`config.mk`:
```
export PLATFORM = sky130hd
export DESIGN_NAME = serial_xnor_compare
export DESIGN_NICKNAME = d
export VERILOG_FILES = /design/src/rtl/serial_xnor_compare.sv
export SDC_FILE = /design/constraint.sdc
export NUM_CORES = 1
export LEC_CHECK = 0
export BUFFER_PORTS_ARGS = -buffer_cell sky130_fd_sc_hd__buf_2
export CORE_MARGIN = 10
export CORE_UTILIZATION = 60
export DETAILED_ROUTE_END_ITERATION = 8
export MAX_ROUTING_LAYER = met4
export PLACE_DENSITY_LB_ADDON = 0.3
export SLEW_MARGIN = 20
export SYNTH_ARGS = -nofsm -noshare
export SYNTH_HDL_FRONTEND = slang
export SYNTH_SLANG_ARGS = --single-unit
```
`constraint.sdc`:
```
create_clock -name clk -period 5 [get_ports clk]
set_clock_uncertainty 0.1 [all_clocks]
set_input_delay 1.5 -clock clk [delete_from_list [all_inputs] [get_ports clk]]
set_output_delay 1.5 -clock clk [all_outputs]
set_load 0.03 [all_outputs]
```
`src/rtl/serial_xnor_compare.sv`:
```
// Bit-serial word comparator.
// Takes one a/b bit pair per qualified cycle (LSB first), forms the per-bit
// equivalence, counts matching positions and records the lowest mismatching
// index. After WIDTH valid bits the word-level results are published together
// with a one-cycle done pulse. All outputs come straight from flops.
module serial_xnor_compare #(
    parameter  int WIDTH = 8,
    localparam int CW    = $clog2(WIDTH + 1)
) (
    input  logic          clk,
    input  logic          rst,
    input  logic          start,
    input  logic          bit_valid,
    input  logic          a,
    input  logic          b,
    output logic          ready,
    output logic          done,
    output logic          equal,
    output logic [CW-1:0] match_count,
    output logic [CW-1:0] first_mismatch
);

    typedef enum logic [1:0] {
        ST_IDLE  = 2'd0,
        ST_SHIFT = 2'd1,
        ST_DONE  = 2'd2
    } state_t;

    // WIDTH doubles as the "no mismatch seen yet" marker for first_mismatch.
    localparam logic [CW-1:0] WIDTH_C  = CW'(WIDTH);
    localparam logic [CW-1:0] LAST_IDX = CW'(WIDTH - 1);
    localparam logic [CW-1:0] ONE_C    = CW'(1);
    localparam logic [CW-1:0] ZERO_C   = CW'(0);

    state_t        state_r;
    logic [CW-1:0] bit_idx_r;
    logic [CW-1:0] work_cnt_r;
    logic [CW-1:0] work_fm_r;

    logic          eq_s;
    logic          last_bit_s;
    logic [CW-1:0] cnt_next_s;
    logic [CW-1:0] fm_next_s;

    // Equivalence of one bit pair, the same function as the upstream XNOR stage.
    function automatic logic equiv_bit(input logic x, input logic y);
        return ~(x ^ y);
    endfunction

    // Working values as they would be after absorbing the current bit pair.
    always_comb begin
        eq_s       = equiv_bit(a, b);
        last_bit_s = (bit_idx_r == LAST_IDX);
        cnt_next_s = work_cnt_r + {{(CW-1){1'b0}}, eq_s};
        if (!eq_s && (work_fm_r == WIDTH_C)) begin
            fm_next_s = bit_idx_r;
        end else begin
            fm_next_s = work_fm_r;
        end
    end

    // Control FSM, working accumulators and registered outputs. Results are
    // loaded on the edge that samples the last bit so they are already visible
    // in the DONE cycle alongside the done pulse.
    always_ff @(posedge clk or posedge rst) begin
        if (rst) begin
            state_r        <= ST_IDLE;
            bit_idx_r      <= ZERO_C;
            work_cnt_r     <= ZERO_C;
            work_fm_r      <= WIDTH_C;
            ready          <= 1'b1;
            done           <= 1'b0;
            equal          <= 1'b0;
            match_count    <= ZERO_C;
            first_mismatch <= ZERO_C;
        end else begin
            case (state_r)
                ST_IDLE: begin
                    done <= 1'b0;
                    if (start) begin
                        state_r    <= ST_SHIFT;
                        ready      <= 1'b0;
                        bit_idx_r  <= ZERO_C;
                        work_cnt_r <= ZERO_C;
                        work_fm_r  <= WIDTH_C;
                    end else begin
                        state_r <= ST_IDLE;
                        ready   <= 1'b1;
                    end
                end
                ST_SHIFT: begin
                    done  <= 1'b0;
                    ready <= 1'b0;
                    if (bit_valid) begin
                        work_cnt_r <= cnt_next_s;
                        work_fm_r  <= fm_next_s;
                        if (last_bit_s) begin
                            // Index stays at WIDTH-1 so it can never wrap.
                            state_r        <= ST_DONE;
                            done           <= 1'b1;
                            equal          <= (cnt_next_s == WIDTH_C);
                            match_count    <= cnt_next_s;
                            first_mismatch <= fm_next_s;
                        end else begin
                            bit_idx_r <= bit_idx_r + ONE_C;
                        end
                    end else begin
                        state_r <= ST_SHIFT;
                    end
                end
                ST_DONE: begin
                    // start is deliberately ignored here; IDLE follows unconditionally.
                    state_r <= ST_IDLE;
                    done    <= 1'b0;
                    ready   <= 1'b1;
                end
                default: begin
                    state_r <= ST_IDLE;
                    done    <= 1'b0;
                    ready   <= 1'b1;
                end
            endcase
        end
    end

endmodule

```
[Word level (Yosys, flattened, before mapping)]
Index checks and enable logic that the tools add are counted.
Cells by class
  reductions and logical operators: 6
  bitwise operators: 2
  muxes and demuxes: 19
  add/sub/neg operators: 2
  equality and inequality tests: 8
Operators by type and width (number)
  $mux 4: 7
  $pmux 4 s2: 3
  $eq 4x4->1 const B: 2
  $ne 2x2->1 const B: 3
  $reduce_and 3->1: 2
  $mux 1: 5
  $add 4x1->4: 1
  $add 4x1->4 const B: 1
  $eq 4x3->1 const B: 1
  $mux 2: 2
  $pmux 2 s2: 1
  $reduce_and 4->1: 1
  $ne 3x3->1 const B: 1
  $eq 2x1->1 const B: 1
  $logic_not 2->1: 1
  $pmux 1 s2: 1
  $reduce_bool 2->1: 1
  $logic_and 1x1->1: 1
  $not 1->1: 1
  $xor 1x1->1: 1
Word-level totals
  input bits: 6
  output and inout port bits: 11
  register bits after elaboration: 25
  word-level logic and storage cells: 46

[Longest topological paths before layout]
Gate-level depths: netlist (run 1).
  depth after elaboration: 5
  depth in mapped cells: 7
  mapped depth without buffers: 7

[Worst setup path after synthesis (run 1)]
Ideal clock, no wire load.
  path type: input port to flip-flop
  start point: input port b
  end point: register equal
  arrival: 2.888 ns
  stages on the path: 7
  path buffers: 0
  data required time: 4.796 ns
  slack: 1.908 ns
  setup time: 0.104 ns
  path through: xor2_2 > inv_1 > ha_1 > ha_1 > xor2_1 > or3_1 > o41ai_2
Between the ends
  cells in the longest elaborated chain, start to end: 4
RTL lines
  start: declaration: RTL line 15  | input logic b,
  $xor 1x1->1: RTL line 47  | return ~(x ^ y);
  $not 1->1: RTL line 47
  $add 4x1->4: RTL line 54  | cnt_next_s = work_cnt_r + {{(CW-1){1'b0}}, eq_s};
  $eq 4x4->1: RTL line 101  | equal <= (cnt_next_s == WIDTH_C);
  end signal: assignment: RTL line 101
  end: declaration: RTL line 18  | output logic equal,
Every way passes these cells.
A chain may end at the register's enable or synchronous reset.

[Worst setup path in the final report (run 1)]
Same ends and word-level chain as after synthesis.

==> summary.md, run 1 <==
| Metric | Value |
|---|---|
| Maximum vdd drop | 373 uV |
| Data required time of the worst path | 5.13 ns |
| # clock sinks | 25 |
| Die width | 66.0 um |
| Cell Pwr Density | 568 nW/um^2 |
| Slew @ Worst Pin | 0.914 ns |
| Diodes inserted | 0 |
| HPWL Detailed | 1830 um |
| RR Startpoint | bit_idx_r[0] |
| Worst r2r dst | match_count[2] |
| Pin count of the biggest net entering global routing | 26 |
| PortBufs | 16 |
| Hold_sp | match_count[1] |
| Average wire per standard cell | 17.2 um |
| Clock tree buffer depth | 2 |
| # hold bufs at CTS | 0 |
| Overflow after GRT | 0 |
| CTS buffer count | 3 |
| Number of remaining DRC errors | 0 |
| Yosys warning total | 0 |
| Core area | 1980 um^2 |
| Post-synth net total | 116 |
| Crit Path Category | in -> reg |
| Hold Path Stages | 1 |
| Fin Setup TNS | 0 ns |
| Post-synth EDFFs | 0 |
| Reg2Reg Depth | 4 |
| Worst Setup End Kind | flop |
| RSZ-0062 raised after global routing | no |
| Placer Congestion | 0.837 |
| Rel. slew slack | 39.0% |
| Layout cell share with drive strength beyond 1 | 27.9% |
| Final Hold Vio Count | 0 |
| Ys flop type | dfrtp_1 |
| Initial antenna violation count | 0 |
| Setup slack, reg-to-reg | 2.98 ns |
| Die height | 66.0 um |
| Root buf cell | clkbuf_4 |
| Status | finished clean |
| Area leader, netlist | dfrtp_1 |
| Crit-path max FO | 9 |
| Ys async rst share | 100% |
| Via count | 908 |
| CTS HTree Levels | 1 |
| Most frequent cell after synthesis | dfrtp_1 |
| Final Cycle Share | 61.2% |
| CP Launch Type | input pin |
| Library cells used by synthesis | 43 |
| IO Count | 17 |
| Crit path DAT | 3.19 ns |
| # setup viols final | 0 |
| FMAX | 327 MHz |
| Initial Util | 64.1% |
| Leak | 0.647 nW |
| Worst min path class | reg -> reg |
| TritonRoute pass-1 iters | 4 |
| GRT Total Usage | 13.1% |
| Vias in the first global route | 893 |
| Postcts setup bufs | 0 |
| Total power draw | 0.776 mW |
| Layout area overhead | 7.68% |
| Die ar. | 4360 um^2 |
| Syn Area/Cell | 11.9 um^2 |
| Fin nets | 132 |
| Synth Cell Area | 1270 um^2 |
| Clk_lat worst skew | 0.32 ns |
| Min Tclk post-route | 3.06 ns |
| First-pass GRT wire length | 4340 um |
| CTS tree | done |
| Max_cap viols | 0 |
| Sequential-to-total area share from yosys stat | 49.5% |
| Final wirelength | 2570 um |
| Top cells by area, synth | dfrtp_1 45%, dfstp_2 4.1%, nand3_1 3.2%, ha_1 3.0%, mux2_2 2.7% |
| Most frequent cells after synthesis | 23 x dfrtp_1, 8 x nand3_1, 7 x inv_1 |
| Vias per cell | 6.09 |
| Yosys top cell area share | 45.3% |
| Worst hold endpoint | match_count[1] |
| # rows | 16 |
| Clock transition at path regs | 0.13 ns |
| DR iter-0 viols | 39 |
| ANT nets after route | 0 |
| Synth Register Bits | 25 |
| Cell count after synthesis | 107 |
| Pins Over Slew Limit | 0 |
| # resized after CTS | 0 |
==> registers in the layout, summed over array words and instances, names as in the netlist <==
| register | flops |
|---|---|
| equal | 1 |
| ready | 1 |
| match_count | 4 |
| first_mismatch | 4 |
| bit_idx_r | 4 |
| work_cnt_r | 4 |
| state_r | 2 |
| work_fm_r | 4 |
| done | 1 |
==> metrics by stage <==
stage | std cells | hold WS (ns) | util, % | setup slack (ns) | area (um^2)
floorplan | 107 | 0.372 | - | 1.91 | 1270
global placement | 145 | 0.389 | 67.7 | 1.71 | 1340
CTS | 149 | 0.427 | 69.0 | 1.94 | 1370
finish | 149 | 0.424 | 69.0 | 1.94 | 1370
detailed placement | 145 | 0.395 | 67.7 | 1.59 | 1340
global route | 149 | 0.448 | 69.0 | 1.87 | 1370
==> critical path, cell delays in order <==
cell     delay (ns)
buf_2          0.11
xor2_2         0.36
inv_1          0.10
ha_1           0.21
ha_1           0.23
xor2_1         0.17
or3_1          0.32
o41ai_2        0.19
==> layout make-up <==
| cell class | count | area, um^2 |
|---|---|---|
| Sequential cell | 25 | 628 |
| Fill cell | 138 | 614 |
| Multi-Input combinational cell | 70 | 573 |
| Timing Repair Buffer | 16 | 80.1 |
| Tap cell | 27 | 33.8 |
| Clock buffer | 4 | 26.3 |
| Inverter | 7 | 26.3 |
==> how the worst max path moves through the flow <==
stage          from  endpoint  slack [ns]  depth (start not counted)
2_1_floorplan     b     equal        1.91                          7
3_3_place_gp      b     equal        1.71                          8
3_5_place_dp      b     equal        1.59                          8
4_1_cts           b     equal        1.94                          8
5_1_grt           b     equal        1.87                          8
6_report          b     equal        1.94                          8
==> report_power, final <==
group | switching, mW | internal (mW) | total (mW)
clock | 0.0604 | 0.0313 | 0.0917
combinational | 0.193 | 0.139 | 0.332
sequential | 0.0774 | 0.275 | 0.352
total | 0.331 | 0.445 | 0.776
==> cells by family (layout without fill, tap and decap cells) <==
family / after synthesis / in the layout / synth area share [%]
mux: 7 / 7 / 6.21
xor+xnor: 3 / 3 / 2.66
buf+inv: 12 / 27 / 5.42
simple gates: 31 / 31 / 17.2
fa+ha+maj: 3 / 3 / 2.96
compound gates: 26 / 26 / 16.1
flops: 25 / 25 / 49.5
==> cells in the final DEF, fill, tap and decap left out, drive strengths merged, types with 2 or more instances in the layout <==
cell type / Yosys / layout
o31ai: 3 / 3
clkbuf: 0 / 4
mux2i: 3 / 3
a41oi: 3 / 3
ha: 3 / 3
dfrtp: 23 / 23
xor2: 2 / 2
nor3: 3 / 3
o21ai: 4 / 4
a21o: 2 / 2
buf: 5 / 16
a211oi: 2 / 2
inv: 7 / 7
a2bb2oi: 3 / 3
nand3b: 3 / 3
nand2: 2 / 2
or3: 2 / 2
mux2: 4 / 4
nand3: 8 / 8
a22o: 2 / 2
dfstp: 2 / 2
nor2: 6 / 6
==> layer usage <==
| metal | vias up | wire [um] | GRT usage [%] |
|---|---|---|---|
| met5 | - | 0 | - |
| met4 | 0 | 54 | 6.02 |
| met3 | 7 | 87 | 2.71 |
| met2 | 19 | 1220 | 18.8 |
| met1 | 448 | 1200 | 17.2 |
| li1 | 434 | - | - |
(Power assumes the default switching activity.)
==> inputs of run 2 (changes only) <==
- CORE_UTILIZATION: 60 -> 55
- clock period: 5 -> 3.2 ns (I/O delays scaled with it)
==> summary.md, run 2 (synthesis gave the netlist of run 1 again) <==
| Metric | Value |
|---|---|
| Leak | 0.655 nW (+1.2%) |
| Crit Path Category | in -> reg |
| Clk_lat worst skew | 0.33 ns (about the same) |
| Clock tree buffer depth | 2 (unchanged) |
| Crit path DAT | 2.39 ns (-0.80 ns) |
| Diodes inserted | 0 (unchanged) |
| CTS tree | done |
| Seq pwr share | 45.2% (-0.2 points) |
| Layer with the highest usage | met2 |
| TritonRoute pass-1 iters | 4 (unchanged) |
| M3 GR Usage | 2.45% (-0.26 points) |
| Switching power | 0.513 mW (+55%) |
| Fin Setup TNS | 0 ns (unchanged) |
| PortBufs | 16 (unchanged) |
| Die width | 68.1 um (+3.1%) |
| Reg2Reg Depth | 4 (unchanged) |
| Layout cell share with drive strength beyond 1 | 29.3% (+1.4 points) |
| Pins Over Slew Limit | 0 (unchanged) |
| Placed Area | 1350 um^2 (+0.65%) |
| Number of remaining DRC errors | 0 (unchanged) |
| Fin nets | 133 (+0.76%) |
| GRT Total Usage | 11.8% (-1.3 points) |
| DR iter-0 viols | 36 (-7.7%) |
| FF+latch area | 628 um^2 (unchanged) |
| Total power draw | 1.21 mW (+56%) |
| IO Count | 17 (unchanged) |
| # resized after CTS | 0 (unchanged) |
| CP Launch Type | input pin |
| Crit-path max FO | 3 (-6) |
| # setup viols final | 0 (unchanged) |
| Status | finished clean |
| Logic pwr share | 42.3% (-0.5 points) |
| # rows | 17 (+1) |
| Vias per cell | 5.95 (-2.4%) |
| Fillcell total | 190 (+38%) |
| # clock sinks | 25 (unchanged) |
| ANT nets after route | 0 (unchanged) |
| FMAX | 445 MHz |
| Data required time of the worst path | 3.34 ns (-1.79 ns) |
| Max_cap viols | 0 (unchanged) |
| Worst min path class | reg -> reg |
| GRT met1 Usage | 15.4% (-1.7 points) |
| Area occupied by multi-input gates | 573 um^2 (unchanged) |
| Pin count of the biggest net entering global routing | 26 (unchanged) |
| Final Hold Vio Count | 0 (unchanged) |
| Via count | 898 (-1.1%) |
| Die ar. | 4630 um^2 (+6.3%) |
| First-pass GRT wire length | 4120 um (-5.1%) |
| Commonest non-fill, non-tap cell in the layout | dfrtp_1 |
| Critical Path Start | b |
| Initial Util | 57.4% (-6.7 points) |
| Layout area overhead | 8.47% |
| Switching Fraction | 42.5% (-0.097 points) |
| Placer Congestion | 0.843 (+0.75%) |
| HPWL Detailed | 1760 um (-4.0%) |
| Worst Setup End Kind | flop |
| Core area | 2210 um^2 (+12%) |
| Overflow after GRT | 0 (unchanged) |
| Worst r2r dst | match_count[1] |
| Post-route cell area | 1380 um^2 (+0.73%) |
| Initial antenna violation count | 0 (unchanged) |
| Die height | 68.1 um (+3.1%) |
| Final Cycle Share | 70.2% |
| Cell Pwr Density | 876 nW/um^2 (+54%) |
| Power Internal | 0.694 mW (+56%) |
| Average wire per standard cell | 16.6 um (-3.7%) |
| Slew @ Worst Pin | 0.903 ns (-0.0115 ns) |
| RSZ-0062 raised after global routing | no |
| Rel. slew slack | 39.7% (+0.77 points) |
| Vias in the first global route | 888 (-0.56%) |
| Commonest non-fill, non-tap cells in the layout | 23 x dfrtp_1, 16 x buf_2, 8 x nand3_1 |
| Worst setup path endpoint | equal |
| Clock transition at path regs | 0.15 ns (+0.02 ns) |
| Maximum vdd drop | 525 uV (+41%) |
| Final wirelength | 2500 um (-2.5%) |
| CTS HTree Levels | 1 (unchanged) |
| # hold bufs at CTS | 0 (unchanged) |
| M2 GR Usage | 17.1% (-1.7 points) |
| Hold_ws | 0.425 ns (+0.00111 ns) |
| Min Tclk post-route | 2.25 ns |
| Root buf cell | clkbuf_4 |
| Postcts setup bufs | 0 (unchanged) |
| Clk pwr share | 12.4% (+0.6 points) |
| Setup slack, reg-to-reg | 1.22 ns (-1.76 ns) |
| CTS buffer count | 3 (unchanged) |
| RR Startpoint | bit_idx_r[0] |
run 2: cell types whose count changed in the layout (fill, tap and decap cells not counted), sizes merged:
cell | before | now
buf | 16 | 17
clkbuf | 4 | 3
clkinv | 0 | 1
run 2: critical path, stage by stage:
cell and delay (ns):
buf_2 0.11, xor2_2 0.16, inv_1 0.06, ha_1 0.19, ha_1 0.22, xor2_1 0.15
or3_1 0.32, o41ai_2 0.20
run 2: layout make-up:
| cell class | instances | area share (%) |
|---|---|---|
| multi-input cells | 70 | 41.6 |
| clock buffers | 3 | 1.63 |
| clock inverters | 1 | 0.363 |
| inverters | 7 | 1.91 |
| well taps | 28 | 2.54 |
| repair buffers | 17 | 6.36 |
| flip-flops and latches | 25 | 45.6 |
run 2: power groups by stage:
stage	Clock, mW	Sequential, mW	Combinational, mW
floorplan	0	0.603	0.354
global placement	0	0.546	0.503
finish	0.150	0.546	0.511
global route	0.161	0.566	0.570
CTS	0.147	0.546	0.517
detailed placement	0	0.552	0.514
run 2: per-layer routing:
layer / vias to the layer above / wire length (um) / part of all wire, %
li1: 435 / - / -
met4: 0 / 27 / 1.1
met2: 28 / 1140 / 46
met1: 431 / 1190 / 47
met5: - / 0 / 0
met3: 4 / 143 / 5.7
run 2: stage by stage:
stage / setup slack, ns / cells / util, %
after floorplan: 0.648 / 107 / -
after global routing: 0.854 / 151 / 62.3
after global placement: 0.633 / 147 / 61.0
after CTS: 0.934 / 151 / 62.3
after detailed placement: 0.590 / 147 / 61.0
final: 0.954 / 151 / 62.3
run 2: worst min path at each step:
stage                       from                end  depth (start not counted)
6_report       first_mismatch[3]  first_mismatch[3]                          1
3_3_place_gp      match_count[3]     match_count[3]                          2
3_5_place_dp   first_mismatch[3]  first_mismatch[3]                          1
5_1_grt           match_count[2]     match_count[2]                          1
4_1_cts        first_mismatch[3]  first_mismatch[3]                          1
2_1_floorplan      work_cnt_r[0]      work_cnt_r[0]                          1
